`src/rtl/chrono_ctrl_if.sv`:
```
// rtl/chrono_ctrl_if.sv - button/tick inputs and display-side outputs of chrono_ctrl
interface chrono_ctrl_if #(
    parameter int CNT_W     = 16,
    parameter int LAP_DEPTH = 4
);
    localparam int LC_W = $clog2(LAP_DEPTH + 1);
    localparam int LI_W = $clog2(LAP_DEPTH);

    logic             tick;
    logic             pb_mode;
    logic             pb_act;
    logic [CNT_W-1:0] disp_val;
    logic [1:0]       disp_sel;
    logic             alarm;
    logic             running;
    logic [LC_W-1:0]  lap_cnt;
    logic [LI_W-1:0]  lap_idx;

    modport master (
        output tick, pb_mode, pb_act,
        input  disp_val, disp_sel, alarm, running, lap_cnt, lap_idx
    );

    modport slave (
        input  tick, pb_mode, pb_act,
        output disp_val, disp_sel, alarm, running, lap_cnt, lap_idx
    );
endinterface

```
`src/rtl/chrono_ctrl.sv`:
```
// rtl/chrono_ctrl.sv - stopwatch/countdown controller with circular lap memory
module chrono_ctrl #(
    parameter int CNT_W     = 16,
    parameter int LAP_DEPTH = 4
) (
    input  logic          clk,
    input  logic          nrst,
    chrono_ctrl_if.slave  bus
);
    localparam int LC_W = $clog2(LAP_DEPTH + 1);
    localparam int LI_W = $clog2(LAP_DEPTH);
    localparam logic [LC_W-1:0] LAP_FULL = LC_W'(LAP_DEPTH);

    typedef enum logic [2:0] {
        IDLE, SW_RUN, SW_STOP, REVIEW, SET, COUNTDOWN, EXPIRED
    } state_t;

    state_t           state, state_n;
    logic [CNT_W-1:0] count, count_n, preset, preset_n;
    logic [LI_W-1:0]  wr_ptr, wr_ptr_n, old_ptr, old_ptr_n, lap_idx, lap_idx_n;
    logic [LC_W-1:0]  lap_cnt, lap_cnt_n;
    logic             mode_q, act_q, lap_we;
    logic [CNT_W-1:0] lap_mem [LAP_DEPTH];

    // Mode wins a simultaneous press; the action press is simply lost.
    wire mode_p = bus.pb_mode & ~mode_q;
    wire act_p  = bus.pb_act & ~act_q & ~mode_p;
    wire [CNT_W-1:0] count_sat = (&count) ? count : count + 1'b1;
    wire [LI_W-1:0]  newest    = wr_ptr - 1'b1;

    always_ff @(posedge clk or negedge nrst) begin
        if (!nrst) begin
            state   <= IDLE;
            count   <= '0;
            preset  <= '0;
            wr_ptr  <= '0;
            old_ptr <= '0;
            lap_cnt <= '0;
            lap_idx <= '0;
            mode_q  <= 1'b1;
            act_q   <= 1'b1;
        end else begin
            state   <= state_n;
            count   <= count_n;
            preset  <= preset_n;
            wr_ptr  <= wr_ptr_n;
            old_ptr <= old_ptr_n;
            lap_cnt <= lap_cnt_n;
            lap_idx <= lap_idx_n;
            mode_q  <= bus.pb_mode;
            act_q   <= bus.pb_act;
        end
    end

    always_ff @(posedge clk) begin
        if (lap_we) lap_mem[wr_ptr] <= count;
    end

    always_comb begin
        state_n   = state;
        count_n   = count;
        preset_n  = preset;
        wr_ptr_n  = wr_ptr;
        old_ptr_n = old_ptr;
        lap_cnt_n = lap_cnt;
        lap_idx_n = lap_idx;
        lap_we    = 1'b0;
        case (state)
            IDLE: begin
                count_n = '0;
                if (mode_p)     state_n = SW_RUN;
                else if (act_p) state_n = SET;
            end
            SW_RUN: begin
                if (bus.tick) count_n = count_sat;
                if (mode_p) begin
                    state_n = SW_STOP;
                end else if (act_p) begin
                    lap_we   = 1'b1;
                    wr_ptr_n = wr_ptr + 1'b1;
                    // Full memory: the write lands on the oldest slot, so oldest moves on.
                    if (lap_cnt == LAP_FULL) old_ptr_n = old_ptr + 1'b1;
                    else                     lap_cnt_n = lap_cnt + 1'b1;
                end
            end
            SW_STOP: begin
                if (mode_p) begin
                    state_n   = REVIEW;
                    lap_idx_n = (lap_cnt == '0) ? '0 : old_ptr;
                end else if (act_p) begin
                    state_n = SW_RUN;
                end
            end
            REVIEW: begin
                if (mode_p) begin
                    state_n   = IDLE;
                    count_n   = '0;
                    lap_cnt_n = '0;
                    wr_ptr_n  = '0;
                    old_ptr_n = '0;
                    lap_idx_n = '0;
                end else if (act_p && lap_cnt != '0) begin
                    lap_idx_n = (lap_idx == newest) ? old_ptr : lap_idx + 1'b1;
                end
            end
            SET: begin
                if (mode_p) begin
                    if (preset != '0) begin
                        state_n = COUNTDOWN;
                        count_n = preset;
                    end else begin
                        state_n = IDLE;
                    end
                end else if (act_p) begin
                    preset_n = preset + 1'b1;
                end
            end
            COUNTDOWN: begin
                if (mode_p) begin
                    state_n = IDLE;
                    count_n = '0;
                end else if (bus.tick) begin
                    if (count <= CNT_W'(1)) begin
                        state_n = EXPIRED;
                        count_n = '0;
                    end else begin
                        count_n = count - 1'b1;
                    end
                end
            end
            EXPIRED: begin
                if (mode_p || act_p) begin
                    state_n = IDLE;
                    count_n = '0;
                end
            end
            default: state_n = IDLE;
        endcase
    end

    always_comb begin
        bus.disp_val = '0;
        bus.disp_sel = 2'b00;
        case (state)
            SW_RUN, SW_STOP: begin
                bus.disp_val = count;
                bus.disp_sel = 2'b01;
            end
            REVIEW: begin
                bus.disp_val = (lap_cnt == '0) ? '0 : lap_mem[lap_idx];
                bus.disp_sel = 2'b10;
            end
            SET: begin
                bus.disp_val = preset;
                bus.disp_sel = 2'b11;
            end
            COUNTDOWN, EXPIRED: begin
                bus.disp_val = count;
                bus.disp_sel = 2'b11;
            end
            default: begin
                bus.disp_val = '0;
                bus.disp_sel = 2'b00;
            end
        endcase
    end

    assign bus.alarm   = (state == EXPIRED);
    assign bus.running = (state == SW_RUN) || (state == COUNTDOWN);
    assign bus.lap_cnt = lap_cnt;
    assign bus.lap_idx = lap_idx;
endmodule

```
`src/flat_wrapper.sv`:
```
// flat-port wrapper written by rule: the top's interface ports become plain ports
module chrono_ctrl_flat 
#(
    parameter int CNT_W     = 16,
    parameter int LAP_DEPTH = 4
)
  (clk, nrst, bus_tick, bus_pb_mode, bus_pb_act, bus_disp_val, bus_disp_sel, bus_alarm, bus_running, bus_lap_cnt, bus_lap_idx);
  chrono_ctrl_if #(.CNT_W(CNT_W), .LAP_DEPTH(LAP_DEPTH)) bus_i ();
  input  logic clk;
  input  logic nrst;
  input wire logic [$bits(bus_i.tick)-1:0] bus_tick;
  input wire logic [$bits(bus_i.pb_mode)-1:0] bus_pb_mode;
  input wire logic [$bits(bus_i.pb_act)-1:0] bus_pb_act;
  output wire logic [$bits(bus_i.disp_val)-1:0] bus_disp_val;
  output wire logic [$bits(bus_i.disp_sel)-1:0] bus_disp_sel;
  output wire logic [$bits(bus_i.alarm)-1:0] bus_alarm;
  output wire logic [$bits(bus_i.running)-1:0] bus_running;
  output wire logic [$bits(bus_i.lap_cnt)-1:0] bus_lap_cnt;
  output wire logic [$bits(bus_i.lap_idx)-1:0] bus_lap_idx;
  assign bus_i.tick = bus_tick;
  assign bus_i.pb_mode = bus_pb_mode;
  assign bus_i.pb_act = bus_pb_act;
  assign bus_disp_val = bus_i.disp_val;
  assign bus_disp_sel = bus_i.disp_sel;
  assign bus_alarm = bus_i.alarm;
  assign bus_running = bus_i.running;
  assign bus_lap_cnt = bus_i.lap_cnt;
  assign bus_lap_idx = bus_i.lap_idx;
  chrono_ctrl #(.CNT_W(CNT_W), .LAP_DEPTH(LAP_DEPTH)) u_core (.clk(clk), .nrst(nrst), .bus(bus_i));
endmodule
```
`config.mk`:
```
export PLATFORM = sky130hd
export DESIGN_NAME = chrono_ctrl_flat
export DESIGN_NICKNAME = d
export VERILOG_FILES = /design/src/rtl/chrono_ctrl_if.sv /design/src/rtl/chrono_ctrl.sv /design/src/flat_wrapper.sv
export SDC_FILE = /design/constraint.sdc
export NUM_CORES = 1
export LEC_CHECK = 0
export ABC_AREA = 1
export BUFFER_PORTS_ARGS = -buffer_cell sky130_fd_sc_hd__clkbuf_2
export CAP_MARGIN = 20
export CORE_ASPECT_RATIO = 1.5
export CORE_MARGIN = 1
export CORE_UTILIZATION = 55
export DETAILED_ROUTE_END_ITERATION = 7
export MAX_ROUTING_LAYER = met4
export PLACE_DENSITY = 0.73
export SYNTH_ARGS = -nofsm -noshare
export SYNTH_HDL_FRONTEND = slang
export SYNTH_SLANG_ARGS = --single-unit
```
`constraint.sdc`:
```
create_clock -name clk -period 3.3 [get_ports clk]
set_clock_uncertainty 0.2 [all_clocks]
set_input_delay 0.33 -clock clk [delete_from_list [all_inputs] [get_ports clk]]
set_output_delay 0.33 -clock clk [all_outputs]
set_load 0.05 [all_outputs]
```
## Word level (Yosys, flattened, before mapping)

Memories as Yosys holds them, arrays and structs flattened.
Cells that the tools add are included.
W data, S select, Z words.

- Equality and inequality tests: 25
- Bitwise operators: 6
- Muxes and demuxes: 49
- $add $sub $neg: 8
- $lt $le $gt $ge: 1
- Reduce and logical (&&, ||, !) cells: 21

Operator list:

| operator | count |
|---|---|
| $mux W16 | 10 |
| $pmux W16 S6 | 1 |
| $pmux W16 S3 | 1 |
| $mux W3 | 15 |
| $add A16 B1 Y16 const B | 2 |
| $mux W2 | 11 |
| $pmux W3 S7 | 1 |
| $le A16 B1 Y1 const B | 1 |
| $ne A2 B1 Y1 const B | 8 |
| $reduce_and A16 Y1 | 1 |
| $reduce_and A8 Y1 | 2 |
| $reduce_bool A16 Y1 | 1 |
| $sub A16 B1 Y16 const B | 1 |
| $eq A3 B3 Y1 const B | 4 |
| $ne A3 B1 Y1 const B | 4 |
| $pmux W2 S2 | 3 |
| $reduce_and A5 Y1 | 2 |
| $ne A2 B2 Y1 const B | 4 |
| $add A2 B1 Y2 const B | 3 |
| $eq A3 B2 Y1 const B | 2 |
| $logic_not A3 Y1 | 2 |
| $pmux W2 S3 | 1 |
| $pmux W3 S2 | 1 |
| $reduce_and A3 Y1 | 2 |
| other kinds (17) | 27 |

- Memory bits (writable): 64
- Output and inout bits: 25
- Logic and storage cells: 120
- Memories kept: 1
- Flip-flop bits (word level): 46

Memories:

| memory | depth | width | read ports | clocked after Yosys merged registers in | write ports | RTL line | RTL |
|---|---|---|---|---|---|---|---|
| u_core.lap_mem | 4 | 16 | 1 | 0 | 1 | chrono_ctrl.sv:23 | `logic [CNT_W-1:0] lap_mem [LAP_DEPTH];` |

## Logic depth before layout (Yosys ltp)

- Depth in word-level cells: 9
- Depth in mapped cells: 14

## Worst setup path before layout

Ideal clock, no wire load.

- Path kind: reg2reg
- From: register u_core.state[0]
- To: memory u_core.lap_mem[0][0] (enable)
- Arrival: 1.975 ns
- Library setup time: 0.389 ns
- Slack: 0.736 ns
- Period minus slack after synthesis: 2.564 ns
- Stages on the path, launching flop included: 8
- Data required time: 2.711 ns
- Cells stage by stage: dfrtp_1 > inv_2 > nor2_4 > nand2_2 > buf_6 > nor2_4 > inv_2 > nor2_1

- Cells in the longest elaborated chain, start to end: 4

Ends and longest elaborated chain:

| element | RTL line | RTL |
|---|---|---|
| start: declaration | chrono_ctrl.sv:18 | `state_t state, state_n;` |
| start signal: assignment | chrono_ctrl.sv:43 | `state <= state_n;` |
| $eq A3 B1 Y1 | chrono_ctrl.sv:68 | `case (state)` |
| $mux W1 | chrono_ctrl.sv:68 |  |
| $mux W1 | chrono_ctrl.sv:56 | `if (lap_we) lap_mem[wr_ptr] <= count;` |
| $mux W1 (implied by the code) | chrono_ctrl.sv:56 |  |
| end: declaration | chrono_ctrl.sv:23 |  |

No other way between the ends.

## Worst setup path in the final report

- From: register u_core.state[1]
- To: output bus_disp_val[10]

- Cells in the longest elaborated chain, start to end: 3

Ends and longest elaborated chain:

| element | RTL line | RTL |
|---|---|---|
| $eq A3 B3 Y1 (tied with other cells) | chrono_ctrl.sv:144 | `case (state)` |
| $reduce_or A4 Y1 (no source line) | -- |  |
| $pmux W16 S3 (*) | chrono_ctrl.sv:144 |  |
| end: declaration | flat_wrapper.sv:14 | `output wire logic [$bits(bus_i.disp_val)-1:0] bus_disp_val;` |

Every way passes the cells marked *; elsewhere a longest branch is shown, timed or not.

==> reports/qor.csv <==
stage;metric;value;unit
status;status;finished, final reports clean;
setup_path;CP startpoint kind;flip-flop;
final_layout;register area;3075;µm²
timing;Final Cycle Share;87.98;%
synthesis;synth warn;0;
detailed_routing;DRT Wirelength;15.46;mm
detailed_routing;Avg WL per Cell;17.12;µm
grt;Total Routing Usage GR;29.56;%
timing;minimum clock period;2.903;ns
setup_path;crit-path most repeated cell;nand2_1;
synthesis;synth top area cells;edfxtp_1 (31%), dfrtp_1 (18%), nand2_1 (11%);
floorplanning;effective utilization at floorplan;57.21;%
final_layout;Area Growth Syn to Fin;10.05;%
grt;met1 usage;38.08;%
pwr;power density over the cells;965.5;nW/µm²
setup_path;WP data required;2.77;ns
final_layout;final instance area;6740;µm²
detailed_routing;vias after detailed routing;5187;
setup_path;WP data arrival;2.37;ns
grt;vias in the first global route;5016;
clock_tree;CTS root buffer;clkbuf_16;
detailed_routing;Final ANT Viol Nets;0;
timing;setup violators final;0;
setup_path;Setup crit end kind;primary output;
synthesis;Avg Cell Area, Syn;8.436;µm²
setup_path;kind of critical path;flip-flop to primary output;
hold_path;Worst Hold Class;flip-flop to flip-flop;
final_layout;n_diodes;0;
run;Max-Cap Viols;0;
timing;Max Freq;0.3444;GHz
setup_path;CP Cell Sequence;nand2_1 > nor2_2 > inv_1 > nor2_4 > nand2_1 > o221ai_1 > clkbuf_2;
grt;initial antenna violation count;0;
synthesis;Mapped Cells;726;
clock_tree;Reg clk slew, reported paths;0.07;ns
placement;Placed Cells;884;
final_layout;fill count;950;
grt;first-pass GRT wire length;25.26;mm
final_layout;layout cell share with drive strength beyond 1;12.38;%
floorplanning;CORE AREA;10710;µm²
pwr;leakage power;3.008;nW
detailed_routing;First DRT Iteration DRCs;549;
timing;max_slew headroom;47.09;%
clock_tree;Num Clock Sinks;110;
clock_tree;Skew-Pair Late Insertion Delay;0.35;ns
placement;port bufs;29;
placement;GP Congestion;0.9687;
final_layout;Post-Layout Cell Count;903;
synthesis;main flop type after synthesis;edfxtp_1;
grt;largest net degree at the start of global routing;37;
floorplanning;row cnt;46;
synthesis;Post-synth top cells;nand2_1 (176), nor2_1 (104), edfxtp_1 (64), inv_1 (63), o21ai_0 (56);
synthesis;sequential area share after synthesis;50.21;%
detailed_routing;DRC violation count after routing;0;
grt;grt peak-use layer;met2;
synthesis;EDFF count, synth;64;
grt;met2 track demand over resource;47.56;%
clock_tree;H-tree level count;3;
timing;Final Slew Violations;0;
pwr;worst vdd ir;758.0;µV
floorplanning;chip height;131.2;µm
synthesis;most frequent cell after synthesis;nand2_1;
setup_path;Buf/Inv on CP;2;
synthesis;synthesized net count;742;
timing;Min Hold Slack;0.3149;ns
placement;placed inst area;6380;µm²
timing;Final Hold Fails;0;
detailed_routing;TritonRoute pass-1 iters;6;
grt;met3 usage;3.832;%
floorplanning;# IOs;30;
setup_path;family with the most delay on the worst path;simple AND/OR/NAND/NOR gates;
synthesis;top cell type's share of synthesized area;31.38;%
synthesis;Post-Syn Area;6125;µm²
pwr;total power;0.006507;W
grt;grt total ovfl;0;
floorplanning;Die Width;88.16;µm
detailed_routing;Via density;5.744;
synthesis;Yosys top cell by area;edfxtp_1;
final_layout;footprint of the multi-input gates;2634;µm²
timing;Slew @ Worst Pin;0.7936;ns
timing;unrepaired setup endpoints after global routing;false;
clock_tree;CTS Buf Count;9;
synthesis;Synth Register Bits;110;
clock_tree;Longest Clk Path Bufs;2;
setup_path;CP max stage delay;0.52;ns
setup_path;crit path max fanout;16;
floorplanning;die footprint;11570;µm²
synthesis;Synth async-reset ratio;41.82;%
final_layout;nets@finish;770;
timing;Setup TNS;0;ns
setup_path;CP max-delay cell;dfrtp_1;
synthesis;Synth cell types;36;
placement;Final HPWL DP;11.12;mm
clock_tree;CTS tree;built;
placed cells by master, fill, tap and decap left out, types with 4 or more instances in the layout:
| master | n |
|---|---|
| o22ai_1 | 16 |
| o21ai_0 | 56 |
| edfxtp_1 | 64 |
| o21ai_2 | 5 |
| nor2_4 | 5 |
| xnor2_1 | 4 |
| nand2_1 | 176 |
| dfrtp_1 | 44 |
| clkbuf_16 | 9 |
| ha_1 | 11 |
| xor2_1 | 21 |
| inv_2 | 9 |
| nand3_1 | 45 |
| a21oi_1 | 10 |
| nor2_2 | 5 |
| buf_4 | 10 |
| nor2_1 | 104 |
| o21ai_1 | 5 |
| nor3_1 | 7 |
| nand2_2 | 5 |
| nand4_1 | 11 |
| o211ai_1 | 16 |
| clkbuf_2 | 29 |
| inv_1 | 63 |
routing by layer:
| layer | part of all wire (%) | wire (µm) |
|---|---|---|
| met3 | 5.8 | 894 |
| met1 | 40 | 6247 |
| met4 | 2.9 | 448 |
| met5 | 0 | 0 |
| met2 | 51 | 7873 |
final timing paths:
path	startpoint	endpoint	slack (ns)	cells past startpoint
min reg2reg	u_core.bus.lap_cnt[2]$_DFFE_PN0P_	u_core.bus.lap_cnt[2]$_DFFE_PN0P_	0.31	1
max reg2reg	u_core.count[0]$_DFFE_PN0P_	u_core.count[4]$_DFFE_PN0P_	1.02	10
min	u_core.bus.lap_cnt[2]$_DFFE_PN0P_	u_core.bus.lap_cnt[2]$_DFFE_PN0P_	0.31	1
min in group asynchronous	nrst	u_core.preset[13]$_DFFE_PN0P_	0.39	2
max	u_core.state[1]$_DFFE_PN0P_	bus_disp_val[10]	0.40	7
max in group asynchronous	nrst	u_core.act_q$_DFF_PN1_	1.66	3
cell families (layout without fill, tap and decap cells):
kind of cell | after synthesis | in the layout | synth area share, %
AOI/OAI and AO/OA | 117 | 117 | 11.24
xor gates and xnor gates | 25 | 25 | 3.575
adders and majority gates | 11 | 11 | 2.247
buffers and inverters | 97 | 130 | 6.782
DFF | 110 | 110 | 50.21
and+or+nand+nor | 366 | 366 | 25.94
stage by stage:
stage               setup WS (ns)  util (%)
floorplan                  0.7363         -
detailed placement         0.7697     59.60
finish                     0.3965     62.96
global placement           0.8244     59.60
CTS                        0.3875     62.96
global route               0.2235     62.96
power breakdown:
group | switching [W] | internal [W] | leakage [nW] | total (W)
sequential | 0.000353 | 0.00173 | 1.18 | 0.00209
clock | 0.000523 | 0.000680 | 0.164 | 0.00120
combinational | 0.00234 | 0.000875 | 1.66 | 0.00322
registers in the layout (all words and copies together), names as in the netlist:
register and count:
u_core.lap_mem 64, u_core.count 16, u_core.preset 16, u_core.bus.lap_cnt 3, u_core.state 3, u_core.bus.lap_idx 2, u_core.old_ptr 2, u_core.wr_ptr 2
u_core.act_q 1, u_core.mode_q 1
timing repair:
action                                 in CTS  in global routing
hold buffers                                3                  0
resized for setup                           0                  0
endpoints found under the hold margin      28                  0
buffers inserted                            0                  0
layout make-up:
cell class	instances	area share, %
clock buffer	9	3.341
timing repair buffer	42	3.713
clock inverter	7	1.559
inverter	72	4.010
multi-input combinational	519	39.08
tap	144	2.673
sequential	110	45.63
Power figures use the tool's default switching activity.
